$ cat src/rtl/sar_search_pkg.sv
// Shared types and helpers for the sar_search binary-search initiator.
// Latency: n/a (types and pure functions only).
// Backpressure: n/a.
`timescale 1ns/1ps
package sar_search_pkg;

    // Default operand width and the matching probe-counter width.
    localparam int SAR_W   = 4;
    localparam int STEPS_W = $clog2(SAR_W + 2);

    typedef enum logic [1:0] {
        IDLE   = 2'd0,
        PROBE  = 2'd1,
        FINISH = 2'd2
    } state_t;

    // Midpoint of the current bounds; callers truncate to the operand width.
    // Operands are far below 2^31, so the 32-bit sum never overflows.
    function automatic logic [31:0] mid(input logic [31:0] lo, input logic [31:0] hi);
        logic [31:0] sum;
        sum = lo + hi;
        return sum >> 1;
    endfunction

    // A sane comparator answer has exactly one of g/e/s set.
    function automatic logic onehot3(input logic g, input logic e, input logic s);
        return ({g, e, s} == 3'b100) || ({g, e, s} == 3'b010) || ({g, e, s} == 3'b001);
    endfunction

endpackage

$ cat src/rtl/sar_search.sv
// Binary-search initiator probing an external comparator; SAR_SEARCH_STEP_CNT_EN adds the probe counter.
// Latency: start sampled in IDLE, done/error pulse probes+1 cycles later (worst case WIDTH+2).
// Backpressure: none; start outside IDLE is dropped, the comparator must answer in the same cycle.
`timescale 1ns/1ps
module sar_search
    import sar_search_pkg::*;
#(
    parameter  int WIDTH = SAR_W,
    localparam int CNT_W = $clog2(WIDTH + 2)
) (
    input  logic             clk,
    input  logic             rst,
    input  logic             start,
    input  logic             cmp_g,
    input  logic             cmp_e,
    input  logic             cmp_s,
    output logic [WIDTH-1:0] guess,
    output logic             busy,
    output logic             done,
    output logic             error,
    output logic [WIDTH-1:0] result,
    output logic [CNT_W-1:0] steps
);

    localparam logic [WIDTH:0]   HI_INIT    = {1'b0, {WIDTH{1'b1}}};
    localparam logic [WIDTH-1:0] GUESS_INIT = {1'b0, {(WIDTH-1){1'b1}}};
    localparam logic [WIDTH:0]   ONE_W1     = {{WIDTH{1'b0}}, 1'b1};

    state_t           state, state_nxt;
    // Bounds carry one extra bit so lo can reach 2^WIDTH and hi can underflow visibly.
    logic [WIDTH:0]   lo, hi, lo_nxt, hi_nxt;
    logic [WIDTH-1:0] guess_nxt, result_nxt;
    logic             pend_err, pend_err_nxt;
    logic             resp_ok;

    assign resp_ok = onehot3(cmp_g, cmp_e, cmp_s);

    // Next-state, bound narrowing and next probe selection.
    always_comb begin
        state_nxt    = state;
        lo_nxt       = lo;
        hi_nxt       = hi;
        guess_nxt    = guess;
        result_nxt   = result;
        pend_err_nxt = pend_err;
        case (state)
            IDLE: begin
                if (start) begin
                    lo_nxt       = '0;
                    hi_nxt       = HI_INIT;
                    guess_nxt    = GUESS_INIT;
                    pend_err_nxt = 1'b0;
                    state_nxt    = PROBE;
                end
            end
            PROBE: begin
                if (!resp_ok) begin
                    pend_err_nxt = 1'b1;
                    state_nxt    = FINISH;
                end else if (cmp_e) begin
                    result_nxt   = guess;
                    pend_err_nxt = 1'b0;
                    state_nxt    = FINISH;
                end else begin
                    if (cmp_g) begin
                        lo_nxt = {1'b0, guess} + ONE_W1;
                    end else begin
                        hi_nxt = {1'b0, guess} - ONE_W1;
                    end
                    // Empty interval or a wrapped hi means the answers contradict each other.
                    if ((lo_nxt > hi_nxt) || hi_nxt[WIDTH]) begin
                        pend_err_nxt = 1'b1;
                        state_nxt    = FINISH;
                    end else begin
                        guess_nxt = WIDTH'(mid(32'(lo_nxt), 32'(hi_nxt)));
                    end
                end
            end
            FINISH: begin
                state_nxt = IDLE;
            end
            default: begin
                state_nxt = IDLE;
            end
        endcase
    end

    // Search state registers; reset aborts any search without a pulse.
    always_ff @(posedge clk or posedge rst) begin
        if (rst) begin
            state    <= IDLE;
            lo       <= '0;
            hi       <= '0;
            guess    <= '0;
            result   <= '0;
            pend_err <= 1'b0;
        end else begin
            state    <= state_nxt;
            lo       <= lo_nxt;
            hi       <= hi_nxt;
            guess    <= guess_nxt;
            result   <= result_nxt;
            pend_err <= pend_err_nxt;
        end
    end

    assign busy  = (state == PROBE);
    assign done  = (state == FINISH) && !pend_err;
    assign error = (state == FINISH) &&  pend_err;

`ifdef SAR_SEARCH_STEP_CNT_EN
    // Probe counter: cleared on an accepted start, bumped once per PROBE cycle, held otherwise.
    always_ff @(posedge clk or posedge rst) begin
        if (rst) begin
            steps <= '0;
        end else if ((state == IDLE) && start) begin
            steps <= '0;
        end else if (state == PROBE) begin
            steps <= steps + CNT_W'(1);
        end
    end
`else
    assign steps = '0;
`endif

endmodule

$ cat config.mk
export PLATFORM = sky130hd
export DESIGN_NAME = sar_search
export DESIGN_NICKNAME = d
export VERILOG_FILES = /design/src/rtl/sar_search_pkg.sv /design/src/rtl/sar_search.sv
export SDC_FILE = /design/constraint.sdc
export NUM_CORES = 1
export LEC_CHECK = 0
export ABC_AREA = 1
export CAP_MARGIN = 10
export CORE_MARGIN = 1.5
export CORE_UTILIZATION = 25
export DETAILED_ROUTE_END_ITERATION = 7
export SLEW_MARGIN = 30
export SYNTH_ARGS = -nofsm -noshare
export SYNTH_HDL_FRONTEND = slang
export SYNTH_SLANG_ARGS = --single-unit
$ cat constraint.sdc
create_clock -name clk -period 4.5 [get_ports clk]
set_input_delay 0.45 -clock clk [delete_from_list [all_inputs] [get_ports clk]]
set_output_delay 0.45 -clock clk [all_outputs]
set_load 0.01 [all_outputs]
==> results.env, run 1 <==
PLACE.DETAILED.HPWL_MM=2.696
WORSTSKEWPAIRLATENCY_NS=0.26
CRITICAL_PATH.CELL_CHAIN='clkdlybuf4s50_1 > inv_2 > or2_2 > nand3_1 > inv_1 > ha_1 > nor2_1 > nand3_1 > nand3_1 > nand2_1 > nand3_4 > nand2_4 > nand2_1 > nand2_1'
DRT_ITER0_MARKERS=54
CTS.HOLD.BUFFERS_ADDED=0
CTS_MADE_BUFFERS=3
INSERTEDDIODECOUNT=0
VDD_IR_MAX_mV=0.1967
RUN_STATUS='finished, final reports clean'
INITIAL_UTILIZATION=0.2637
FINAL_CELLS=285
MAXCLOCKFREQUENCY_MHz=352.6
CRITICAL_PATH.ENDPOINT_TYPE='register'
SHARE_OF_THE_SYNTHESIZED_AREA_IN_THE_TOP_CELL_TYPE=0.3574
PLACE_CONGESTION=0.8332
CP-START-KIND='input pin'
POST-CTS-SETUP-BUFFERS=0
R2R_SLACK_NS=1.91
INTPOWER_uW=608.8
DETAIL_ROUTE.FIRST_PASS.ITERATIONS=4
INITIAL_ANTENNA_VIOLATION_COUNT=0
CLOCK_POWER_SHARE=0.111
FINAL_CORE_UTILIZATION=0.3131
TOP_LAYER_USED='met4'
WORSTHOLDPATHTYPE='register to register'
ROUTE.MET2.WL_MM=1.630
P_LEAK_uW=0.0008558
CP_SLOWEST_STAGE_DELAY_NS=0.76
POWER.SHARE.SEQUENTIAL=0.295
DIE-AREA_SQ_MM=0.006350
UNREPAIRED_SETUP_ENDPOINTS_AFTER_GLOBAL_ROUTING='no'
FINAL-SETUP-VIOL-COUNT=0
H-TREE-DEPTH=1
LARGEST_NET_DEGREE_AT_THE_START_OF_GLOBAL_ROUTING=22
AREA_GROWTH_PCT=18.72
DRT_DRC_VIOLATIONS_LEFT=0
YOSYSSEQAREASHARE=0.3574
FINAL_NETS=232
DETAILROUTE.VIA_COUNT=1244
SETUP_SLACK_NS=1.664
DETAIL-ROUTE-ANTENNA-NETS=0
DETAILEDPLACE.WORSTSLACK_NS=1.364
WORSTPATHREQUIRED_NS=4.66
DIE_H_MICRONS=79.69
CRITICAL_PATH_ARRIVAL_NS=3.00
TOTAL_LENGTH_OF_ROUTED_WIRES_MM=3.386
ROUTED_VIA_DENSITY=4.365
FP-ROW-COUNT=27
M1WIRELENGTH_MM=1.579
FP.COREAREA_SQ_MM=0.005574
FINAL_HOLD_VIOL_COUNT=0
TIMING.CRITICAL_PATH.FANOUT_MAX=15
GRT-OVFL-TOTAL=0
PLACE_INST=281
SYN_INST=195
FIRST_GLOBAL_VIAS=1239
TIMING.MAX_CAP.VIOLATIONS=0
TIMING_WORST_SETUP_PATH_TYPE='input pin to register'
WORST_CLK_SKEW_NS=0.007261
FINAL_MIN_PERIOD_OVER_CLOCK_PERIOD=0.6302
FIN_TNS_SETUP_NS=0
CRIT_PATH_TOP_DELAY_CELL='clkdlybuf4s50_1'
AREA_CONTRIBUTORS_POST_SYNTH='dfrtp_1 (36%), nand2_1 (13%), ha_1 (9.4%), inv_1 (6.4%), nand3_1 (4.4%)'
WIRE_LENGTH_OF_THE_FIRST_GLOBAL_ROUTING_PASS_MM=5.637
CLKSINKCOUNT=21
SYNTH_TOP_CELL_BY_AREA='dfrtp_1'
GR-USAGE-ALL-LAYERS=0.1164
DIE_W_MICRONS=79.69
YOSYS.CELL_TYPES.COUNT=29
POST_SYNTH_INSTANCE_AREA_SQ_MM=0.001470
RELSLEWSLACK=0.4778
SWITCHING_PORTION_OF_TOTAL_POWER=0.4740
MAX-CLOCK-PATH-BUFFERS=2
POST_ROUTE_CELLS_DRIVE_ABOVE_1_SHARE=0.1080
POWER_SHARE_OF_THE_COMBINATIONAL_GROUP=0.594
FINALMAXSLEWVIOLATIONS=0
CTS.REPAIR.RESIZED=0
NETSWITCHINGPOWER_uW=548.6
TIGHTESTPINTRANSITION_NS=0.7785
COUNT_OF_SYNTHESIS_STAGE_WARNINGS_FROM_YOSYS=0
CLK_PIN_SLEW_NS=0.08
PORTBUFFERS=16
YOSYS_REGISTER_BITS=21
POWER.DENSITY_CELL_AREA_mW_PER_MM2=663.1
POST_SYNTH.CELL_AREA_AVG_SQ_UM=7.539
FINALCRITICALPERIOD_NS=2.836
CLOCK-ROOT-BUFFER='clkbuf_8'
WL_PER_CELL_MICRONS=11.88
WL_MET3_MICRONS=131
TRITONCTS='yes'
IO_PINS=20
==> layer usage <==
metal	up-vias	global-route usage
met1	567	0.1387
li1	651	-
met3	4	0.02514
met5	-	0
met2	22	0.2034
met4	0	0.04211
==> critical path: cells and delay by family <==
family	cells	cell delay (ns)
AND/OR/NAND/NOR	10	1.21
buffers and inverters	3	1.01
adder cells (fa/ha/maj)	1	0.33
==> kinds of logic (layout without fill, tap and decap cells) <==
kind of cell	count (synthesis)	in the layout	synth area share
buffers and inverters	36	52	0.1021
and+or+nand+nor	96	96	0.3174
AOI/OAI and AO/OA	29	29	0.1132
DFF	21	21	0.3574
adders and majority gates	12	12	0.1072
other	1	3	0.002551
==> placed cells by master (no fill, tap or decap) <==
cell and n:
clkinv_1 1, nand3b_1 1, o221ai_1 1, o21a_1 1
nand4_1 1, conb_1 3, nor2_1 16, or2_2 2
clkbuf_1 1, nand3_2 3, a21oi_4 1, o21ai_1 10
nand2_1 50, nand2_2 2, inv_2 6, o21ai_0 7
and3_1 1, a21oi_1 6, inv_1 24, nand3_4 2
inv_4 1, nand2_4 3, o22ai_1 1, nor3_1 2
ha_1 11, clkdlybuf4s50_1 16, fa_1 1, dfrtp_1 21
nand3_1 13, a31oi_1 2, clkbuf_8 3
==> flip-flops by register name, indices dropped and copies added, names as in the netlist <==
signal,count
result,4
hi,5
pend_err,1
state,2
lo,5
guess,4
==> worst paths after layout <==
check	from	to	cells past startpoint
worst max-delay path	cmp_g	guess[0]$_DFFE_PP0P_	14
worst min-delay path	lo[2]$_DFFE_PP0P_	lo[2]$_DFFE_PP0P_	2
worst max register to register	guess[0]$_DFFE_PP0P_	guess[0]$_DFFE_PP0P_	17
worst min register to register	lo[2]$_DFFE_PP0P_	lo[2]$_DFFE_PP0P_	2
max in group asynchronous	rst	lo[0]$_DFFE_PP0P_	2
min in group asynchronous	rst	hi[3]$_DFFE_PP0P_	2
==> cells in the mapped netlist, drive strengths merged <==
cell and instances:
and3 1, nand2 55, inv 32, ha 11, fa 1, dfrtp 21, o22ai 1, nand3b 1
o21ai 17, o221ai 1, o21a 1, nor2 16, nand3 18, or2 2, buf 4, conb 1
nor3 2, a31oi 2, nand4 1, a21oi 7
==> metrics by stage <==
step                total power, uW  cell area, sq um  hold slack, ns
detailed placement             1043              1700          0.4831
global placement               1031              1700          0.4730
CTS                            1174              1745          0.5035
floorplan                     807.7              1478          0.4265
global route                   1285              1745          0.5228
finish                         1157              1745          0.4935
==> power groups by stage <==
stage	registers [uW]	logic, uW	clock network (uW)
6_report	342	687	128
5_1_grt	356	791	138
4_1_cts	345	695	134
2_1_floorplan	340	467	0
3_3_place_gp	349	683	0
3_5_place_dp	349	693	0
==> cell type report <==
class / count / area (sq um)
tap: 72 / 90.09
inverter: 32 / 122.6
timing repair buffer: 16 / 160.2
clock buffer: 4 / 45.04
sequential: 21 / 525.5
fill: 603 / 3829
multi-input combinational: 140 / 802.0
No activity file was read; power rests on OpenSTA's default activity.
==> inputs of run 2 (changes only) <==
clock period = 2.6 ns   (was 4.5 ns; I/O delays follow)
==> run 2 against run 1 <==
Critical path depth stayed put. Via count is 5.4% higher. Sequential share of layout area is 1.6 points lower. Clock skew is 0.0061 ns lower. Global-route usage is 0.66 points higher. Cell count is 3.9% higher. Die area stayed put. Wire length is 1.9% higher. Sequential cell count stayed put. Setup slack worse by 1.5 ns. First-iteration DRC count is 65% higher. Critical path type unchanged. Critical endpoint is now guess[1]$_DFFE_PP0P_. Largest power group unchanged. Highest routed layer unchanged.
==> results.env, run 2 (synthesized netlist as in run 1, its figures left out) <==
CRIT_START='cmp_g'
POST_ROUTE_CELLS_DRIVE_ABOVE_1_SHARE=0.1652  # +0.05720
DIE_H_MICRONS=79.69  # unchanged
INITIAL_ANTENNA_VIOLATION_COUNT=0  # unchanged
PLACE.DETAILED.HPWL_MM=2.741  # +1.7%
WORSTSKEWPAIRLATENCY_NS=0.26  # about the same
TIMING.MAX_CAP.VIOLATIONS=0  # unchanged
DETAILROUTE.VIA_COUNT=1311  # +5.4%
CTS.HOLD.BUFFERS_ADDED=0  # unchanged
FINALMAXSLEWVIOLATIONS=0  # unchanged
DIE_W_MICRONS=79.69  # unchanged
TIMING.CRITICAL_PATH.FANOUT_MAX=7  # -8
FINAL_INSTANCE_AREA_SQ_MM=0.001844  # +5.7%
MOST-COMMON-LAYOUT-CELLS='nand2_1 (50), inv_1 (24), dfrtp_1 (21)'
WORST_CLK_SKEW_NS=0.001204  # -0.006058 ns
DETAILED_PLACE.AREA_SQ_MM=0.001783  # +4.9%
CRITICAL_PATH.ENDPOINT_TYPE='register'
GRT-OVFL-TOTAL=0  # unchanged
FINAL_NETS=243  # +4.7%
CP-START-KIND='input pin'
TRITONCTS='yes'
ROUTED_VIA_DENSITY=4.429  # +1.5%
P_LEAK_uW=0.0009123  # +6.6%
CLK_PIN_SLEW_NS=0.08  # about the same
DETAIL_ROUTE.FIRST_PASS.ITERATIONS=4  # unchanged
H-TREE-DEPTH=1  # unchanged
POWER.DENSITY_CELL_AREA_mW_PER_MM2=1151  # +74%
VDD_IR_MAX_mV=0.3390  # +72%
FIRST_GLOBAL_VIAS=1367  # +10%
DRT_DRC_VIOLATIONS_LEFT=0  # unchanged
CTS_MADE_BUFFERS=3  # unchanged
AREA_GROWTH_PCT=25.45
WL_PER_CELL_MICRONS=11.66  # -1.9%
CLOCK-ROOT-BUFFER='clkbuf_8'
LARGEST_NET_DEGREE_AT_THE_START_OF_GLOBAL_ROUTING=22  # unchanged
FP-ROW-COUNT=27  # unchanged
DRT_ITER0_MARKERS=89  # +65%
DIE-AREA_SQ_MM=0.006350  # unchanged
WORSTHOLDPATHTYPE='input pin to asynchronous set/reset pin'
FIN_TNS_SETUP_NS=0  # unchanged
TIGHTESTPINTRANSITION_NS=0.8069  # +0.02847 ns
FINAL-SETUP-VIOL-COUNT=0  # unchanged
UNREPAIRED_SETUP_ENDPOINTS_AFTER_GLOBAL_ROUTING='no'
DETAIL-ROUTE-ANTENNA-NETS=0  # unchanged
CRITICAL_PATH.CELL_CHAIN='clkdlybuf4s50_1 > inv_2 > or2_2 > nand3_1 > inv_1 > ha_1 > nor2_1 > nand3_1 > nand3_1 > nand2_1 > nand3_4 > nand2_4 > nand2_1 > nand2_1'
CLKSINKCOUNT=21  # unchanged
CRIT_PATH_TOP_DELAY_CELL='clkdlybuf4s50_1'
RELSLEWSLACK=0.4587  # -0.01910
INSERTEDDIODECOUNT=0  # unchanged
GR-USAGE-ALL-LAYERS=0.1230  # +0.006641
FINAL_HOLD_VIOL_COUNT=0  # unchanged
FINALCRITICALPERIOD_NS=2.419
MAX-CLOCK-PATH-BUFFERS=2  # unchanged
IO_PINS=20  # unchanged
PLACE_CONGESTION=0.8424  # +1.1%
RUN_STATUS='finished, final reports clean'
FP.COREAREA_SQ_MM=0.005574  # unchanged
CRIT-REG2REG-LAUNCH='guess[0]$_DFFE_PP0P_'
CTS.REPAIR.RESIZED=0  # unchanged
PORTBUFFERS=16  # unchanged
REGS_BY_FF_COUNT='hi x5, lo x5'
CRITICAL_PATH_ARRIVAL_NS=2.58  # -0.42 ns
INITIAL_UTILIZATION=0.2637  # unchanged
POST-CTS-SETUP-BUFFERS=0  # unchanged
TIMING_WORST_SETUP_PATH_TYPE='input pin to register'
FINAL_MIN_PERIOD_OVER_CLOCK_PERIOD=0.9304
WIRE_LENGTH_OF_THE_FIRST_GLOBAL_ROUTING_PASS_MM=6.065  # +7.6%
MAXCLOCKFREQUENCY_MHz=413.4
TOTAL_LENGTH_OF_ROUTED_WIRES_MM=3.451  # +1.9%
CP_SLOWEST_STAGE_DELAY_NS=0.57  # -0.19 ns
FINAL_COMMON_CELL='nand2_1'
HOLD_WS_NS=0.3568  # -0.1367 ns
WORSTPATHREQUIRED_NS=2.76  # -1.90 ns
[run 2: cell count changes in the layout (fill, tap and decap cells not counted), sizes merged]
| cell | delta |
|---|---|
| buf | +11 |
| clkbuf | -1 |
| clkinv | +1 |
[run 2: layer usage]
layer,GRT usage,vias to the layer above,wire (microns)
li1,-,676,-
met1,0.1497,609,1654
met2,0.2119,22,1627
met3,0.02400,4,132
met4,0.04737,0,36
met5,0,-,0
[run 2: power breakdown]
| part | internal [uW] | switching [uW] | total, uW |
|---|---|---|---|
| logic | 570 | 772 | 1340 |
| registers | 466 | 98.9 | 564 |
| clock network | 107 | 110 | 217 |
| total | 1140 | 981 | 2120 |
[run 2: final cells by class]
type / instances / area, sq um
fill: 586 / 3730
multi-input combinational: 140 / 817.0
sequential: 21 / 525.5
timing repair buffer: 27 / 242.7
inverter: 32 / 122.6
tap: 72 / 90.09
clock buffer: 3 / 41.29
clock inverter: 1 / 5.005
[run 2: path summary, 6_finish.rpt]
kind / to / slack, ns / cells after the start
worst max-delay path: guess[1]$_DFFE_PP0P_ / 0.18 / 14
worst min-delay path: result[1]$_DFFE_PP0P_ / 0.36 / 2
worst max register to register: guess[1]$_DFFE_PP0P_ / 0.22 / 15
worst min register to register: result[2]$_DFFE_PP0P_ / 0.49 / 2
max in group asynchronous: lo[1]$_DFFE_PP0P_ / 1.86 / 2
min in group clk: result[2]$_DFFE_PP0P_ / 0.49 / 2
[run 2: metrics by stage]
step                      cells  setup slack [ns]  utilization  total power, uW
after CTS                   296            0.2002       0.3282             2102
final                       296            0.1809       0.3309             2123
after global routing        296          0.002050       0.3309             2355
after global placement      292          -0.03421       0.3199             1862
after detailed placement    292          -0.07041       0.3199             1878
after floorplan             197            0.3590            -             1398
[run 2: worst max-delay path: cells and delay by family]
kind / cells / cell delay [ns]
adders and majority gates: 1 / 0.30
buffers and inverters: 3 / 0.73
and+or+nand+nor: 10 / 1.28
==> variant 1 (settings of run 2) <==
Add a define of `SAR_SEARCH_STEP_CNT_EN`.
--- a/src/rtl/sar_search.sv
+++ b/src/rtl/sar_search.sv
@@ -3,4 +3,6 @@
 // Backpressure: none; start outside IDLE is dropped, the comparator must answer in the same cycle.
 `timescale 1ns/1ps
+`define SAR_SEARCH_STEP_CNT_EN
+
 module sar_search
     import sar_search_pkg::*;
Check against the original RTL: not equivalent (a bounded check fails within 4 cycles, from zero or initial values and one cycle with rst high).
==> variant 1 against run 2 <==
Total power grew 14%. Clock skew up 5.2 ps. Setup slack improved by 51 ps. Highest routed layer unchanged. Non-clock buffer count down 1. Synthesized area up 8.2%. Sequential cell count grew 3. Cell area up 6.5%. Combinational power is 7% higher. Critical path type is now reg -> reg. Routed wire length up 10%.
==> variant 1: results (changes against run 2) <==
syn_nets 224; All-Layer GR Usage 0.124 (+0.000946); async set-reset flop share out of synthesis 1.00 (unchanged); leakage 0.964 nW (+5.6%); Worst EP arrival 2540 ps (-40 ps); TritonRoute pass-1 iters 4 (unchanged); WL/cell 12.4 um (+6.8%); initial DRC count 82 (-7.9%); first-pass GRT wire length 6400 um (+5.5%); area post-placement 0.00189 mm^2 (+6.2%); H-tree depth 1 (unchanged); clk slew on worst S/H paths 100 ps (+20 ps); initial antenna violation count 0 (unchanged); ys flop type dfrtp_1; Skew-Pair Late Insertion Delay 270 ps; worst slew pin tran 463 ps (-344 ps); CTS max path bufs 2 (unchanged); layout cell share with drive strength beyond 1 0.122 (-0.0434); Synth area leaders dfrtp_1, nand2_1, ha_1, nand3_1, inv_1; R2R depth 14 (-1); Synth warnings 0 (unchanged); CP Launch Type flip-flop; post-synthesis cell type count 30 (+3.4%); worst r2r src guess[0]; status complete, no violations; Top Registers hi x5, lo x5; mean number of vias per cell 4.54 (+2.5%); Clock Skews 6.39 ps (+5.18 ps); internal reg-to-reg setup slack 230 ps; Max FO, Critical Path 8 (+1); synth cell count leaders nand2_1, dfrtp_1, inv_1; DP HPWL 2930 um (+7.0%); Worst Hold Class in -> async; CTS buffer count 3 (unchanged); IR drop worst, VDD 0.000362 V (+6.7%); layout net count 250 (+2.9%); I/O Buffers 19 (+3); post-synthesis sequential area ratio 0.378 (+0.0202); vias in the first global route 1381 (+1.0%); GP Congestion 0.853 (+1.2%); capture point of the worst reg-to-reg path guess[1]; CTS root buffer clkbuf_8; Antenna diodes 0 (unchanged); Cell Rows 28 (+3.7%); largest net degree at the start of global routing 25 (+14%)
## variant 1: cell count changes after synthesis, moves of 3 or more
cell            run 2  this run
nand2_1            50        57
nand3_1            13        19
nor2_1             16        12
buf_6               0         3
dfrtp_1            21        24
o21ai_0             7        10
o21ai_1            10         7
## variant 1: layer usage
metal / GRT usage / vias to the layer above / part of all wire
met3: 0.0297 / 4 / 0.041
li1: - / 707 / -
met1: 0.158 / 643 / 0.49
met4: 0.0317 / 0 / 0.0053
met5: 0 / - / 0
met2: 0.210 / 30 / 0.46
## variant 1: critical path, cell delays in order, from the launching register on
cell	delay [ps]
dfrtp_1	390
buf_4	160
ha_1	220
nand2_1	90
inv_1	40
o21ai_0	270
ha_1	330
nor2_1	160
nand3_1	100
nand3_1	90
nand2_1	90
nand3_4	120
nand2_4	80
nand2_1	70
nand2_1	50
## variant 1: layout make-up
type | count | area [um^2]
inverters | 29 | 109
repair buffers | 26 | 255
clock buffers | 3 | 41.3
multi-input cells | 147 | 835
flip-flops and latches | 24 | 601
clock inverters | 1 | 30.0
fillers | 645 | 4060
well taps | 75 | 93.8
## variant 1: cells by family after synthesis
logic type	after synthesis	share of synthesized area
simple gates	100	0.288
xor+xnor	3	0.0165
buf+inv	34	0.0976
compound gates	31	0.113
fa+ha+maj	13	0.107
flops	24	0.378
## variant 1: per-stage QoR
step	hold WS [ps]	util	std cells	setup slack (ps)
2_1_floorplan	275	-	205	399
3_3_place_gp	467	0.314	301	63.1
3_5_place_dp	474	0.314	301	30.3
4_1_cts	348	0.326	305	217
5_1_grt	374	0.326	305	0.881
6_report	334	0.326	305	232
## variant 1: worst max-delay path by stage
stage	slack [ps]	end	cells after the start
final	230	guess[1]	14
after global routing	0.9	guess[1]	15
after CTS	220	guess[3]	15
after detailed placement	30	guess[1]	15
after global placement	60	guess[2]	15
after floorplan	400	guess[1]	15
## variant 1: power by group
| group | internal (mW) | switching [mW] |
|---|---|---|
| Sequential | 0.530 | 0.118 |
| Clock | 0.206 | 0.132 |
| Combinational | 0.588 | 0.842 |
| Total | 1.32 | 1.09 |
## variant 1: timing repair
item	4_1_cts	5_1_grt
hold buffers	0	0
resized for setup	0	1
endpoints found under the setup margin	0	5
buffers inserted	0	0
==> variant 2 (flow settings as in run 2) <==
Made on the original files. Add an input register stage for `cmp_g`, `cmp_e` and `cmp_s`; this delays them by one clock. The other inputs are not delayed to match.
--- a/src/rtl/sar_search.sv
+++ b/src/rtl/sar_search.sv
@@ -27,4 +27,14 @@
     localparam logic [WIDTH:0]   ONE_W1     = {{WIDTH{1'b0}}, 1'b1};
 
+    logic cmp_g_q;
+    logic cmp_e_q;
+    logic cmp_s_q;
+
+    always_ff @(posedge clk) begin
+        cmp_g_q <= cmp_g;
+        cmp_e_q <= cmp_e;
+        cmp_s_q <= cmp_s;
+    end
+
     state_t           state, state_nxt;
     // Bounds carry one extra bit so lo can reach 2^WIDTH and hi can underflow visibly.
@@ -34,5 +44,5 @@
     logic             resp_ok;
 
-    assign resp_ok = onehot3(cmp_g, cmp_e, cmp_s);
+    assign resp_ok = onehot3(cmp_g_q, cmp_e_q, cmp_s_q);
 
     // Next-state, bound narrowing and next probe selection.
@@ -58,10 +68,10 @@
                     pend_err_nxt = 1'b1;
                     state_nxt    = FINISH;
-                end else if (cmp_e) begin
+                end else if (cmp_e_q) begin
                     result_nxt   = guess;
                     pend_err_nxt = 1'b0;
                     state_nxt    = FINISH;
                 end else begin
-                    if (cmp_g) begin
+                    if (cmp_g_q) begin
                         lo_nxt = {1'b0, guess} + ONE_W1;
                     end else begin
Behaviour: not the same (Yosys sat finds a counterexample within 4 cycles, from zero or initial values and one cycle with rst high).
==> variant 2 against run 2 <==
Sequential cell count rose by 3. Cell area rose by 0.41%. Count of clock-buffer cells in the layout is 1 higher. Critical path depth is 2 lower. Worst hold slack lost 24 ps. Synthesized area grew 2.7%. Global-route usage is 0.94 points lower. Setup slack improved by 38 ps. Sequential power grew 8.3%. Total power shrank 1.6%. Non-clock buffer count fell by 7. Register-to-register slack about the same. Routed wire length up 0.17%. Largest power group unchanged.
==> variant 2: results (changes against run 2) <==
internal reg-to-reg setup slack 220 ps (about the same); Antenna diodes 0 (unchanged); clk slew on worst S/H paths ~90 ps; CTS root buffer clkbuf_8; R2R depth 12 (-3); Fill cells 629 (+7.3%); Worst Hold Class in -> async; layout cell share with drive strength beyond 1 0.133 (-0.0322); post-synthesis sequential area ratio 0.388 (+0.0303); met3 GRT Util 0.0239 (-0.000136); WL/cell 11.8 um (+1.2%); Top Registers hi x5, lo x5; M1 GR Usage 0.145 (-0.00470); vias in the first global route 1160 (-15%); Skew-Pair Late Insertion Delay ~270 ps; GP Congestion 0.908 (+7.8%); Resize count post-CTS 0 (unchanged); Synth warnings 0 (unchanged); mean number of vias per cell 4.45 (+0.41%); Switching Fraction 0.452 (-0.0101); Max FO, Critical Path 5 (-2); largest net degree at the start of global routing 22 (unchanged); status complete, no violations; leakage 0.893 nW (-2.1%); layout net count 237 (-2.5%); post-synthesis cell type count 30 (+3.4%); CTS max path bufs 2 (unchanged); I/O Buffers 16 (unchanged); first-pass GRT wire length 5540 um (-8.7%); IR drop worst, VDD 0.000439 V (+29%); TritonRoute pass-1 iters 4 (unchanged); H-tree depth 1 (unchanged); Clock Skews 1.15 ps (-0.0536 ps); async set-reset flop share out of synthesis 0.875 (-0.125); capture point of the worst reg-to-reg path guess[3]; number of flops mapped to enable cells by yosys 0 (unchanged); ys flop type dfrtp_1; worst slew pin tran 772 ps (-34.5 ps); Synth area leaders dfrtp_1, nand2_1, ha_1, inv_1, nand3_1; All-Layer GR Usage 0.114 (-0.00938); worst r2r src guess[0]; M2 GR Usage 0.182 (-0.0295); Setup Fix Bufs, Post-CTS 0 (unchanged); DP HPWL 2620 um (-4.6%); Worst EP arrival 2600 ps (+20 ps); initial antenna violation count 0 (unchanged); initial DRC count 85 (-4.5%); CTS buffer count 3 (unchanged); synth cell count leaders nand2_1, inv_1, dfrtp_1
variant 2: changes by cell type in the layout (fill, tap and decap cells not counted), moves of 2 or more:
| cell | delta |
|---|---|
| inv_1 | -3 |
| o21ai_1 | -5 |
| buf_4 | -7 |
| dfxtp_1 | +3 |
| nand2_2 | +2 |
| a21oi_1 | +2 |
| o21ai_0 | +5 |
variant 2: worst max path at each step:
stage	startpoint	to	slack, ps	cells past startpoint
3_5_place_dp	guess[0]	guess[2]	110	15
2_1_floorplan	guess[0]	guess[1]	370	15
5_1_grt	guess[1]	guess[0]	-10	15
6_report	guess[0]	guess[3]	220	12
4_1_cts	guess[0]	guess[1]	80	15
3_3_place_gp	guess[0]	guess[1]	110	15
variant 2: power groups by stage:
stage          Clock (mW)  Combinational [mW]  Sequential [mW]
2_1_floorplan           0               0.766            0.622
3_3_place_gp            0                1.16            0.613
3_5_place_dp            0                1.15            0.618
4_1_cts             0.268                1.16            0.609
5_1_grt             0.286                1.38            0.625
6_report            0.261                1.22            0.611
variant 2: kinds of logic after synthesis:
logic type,Yosys count,share of synthesized area
simple gates,95,0.297
buf+inv,33,0.0920
compound gates,31,0.117
flops,24,0.388
fa+ha+maj,12,0.104
other cells,1,0.00248
variant 2: per-layer routing:
metal  vias up  wire, um
met5         -         0
met4         0        74
met3         7       161
met2        44      1640
met1       585      1580
li1        667         -
variant 2: through the flow:
stage,hold WS [ps],setup slack (ps),area (um^2),instances
3_3_place_gp,464,111,1770,289
6_report,332,219,1850,293
2_1_floorplan,237,366,1520,198
4_1_cts,431,80.9,1830,293
3_5_place_dp,476,109,1770,289
5_1_grt,404,-11.2,1850,293
variant 2: layout make-up:
type,count,area share
Multi-Input combinational cell,141,0.441
Sequential cell,24,0.316
Timing Repair Buffer,20,0.103
Inverter,29,0.0601
Tap cell,75,0.0507
Clock buffer,4,0.0297
variant 2: worst max-delay path, stage by stage, from the launching register on:
cell,delay (ps)
dfrtp_1,450
buf_4,180
o21ai_0,370
ha_1,260
inv_1,60
fa_1,390
o21ai_0,200
a21oi_1,110
nand2_1,70
nand2_1,40
nor2_1,90
nand2_1,60
nand2_1,50
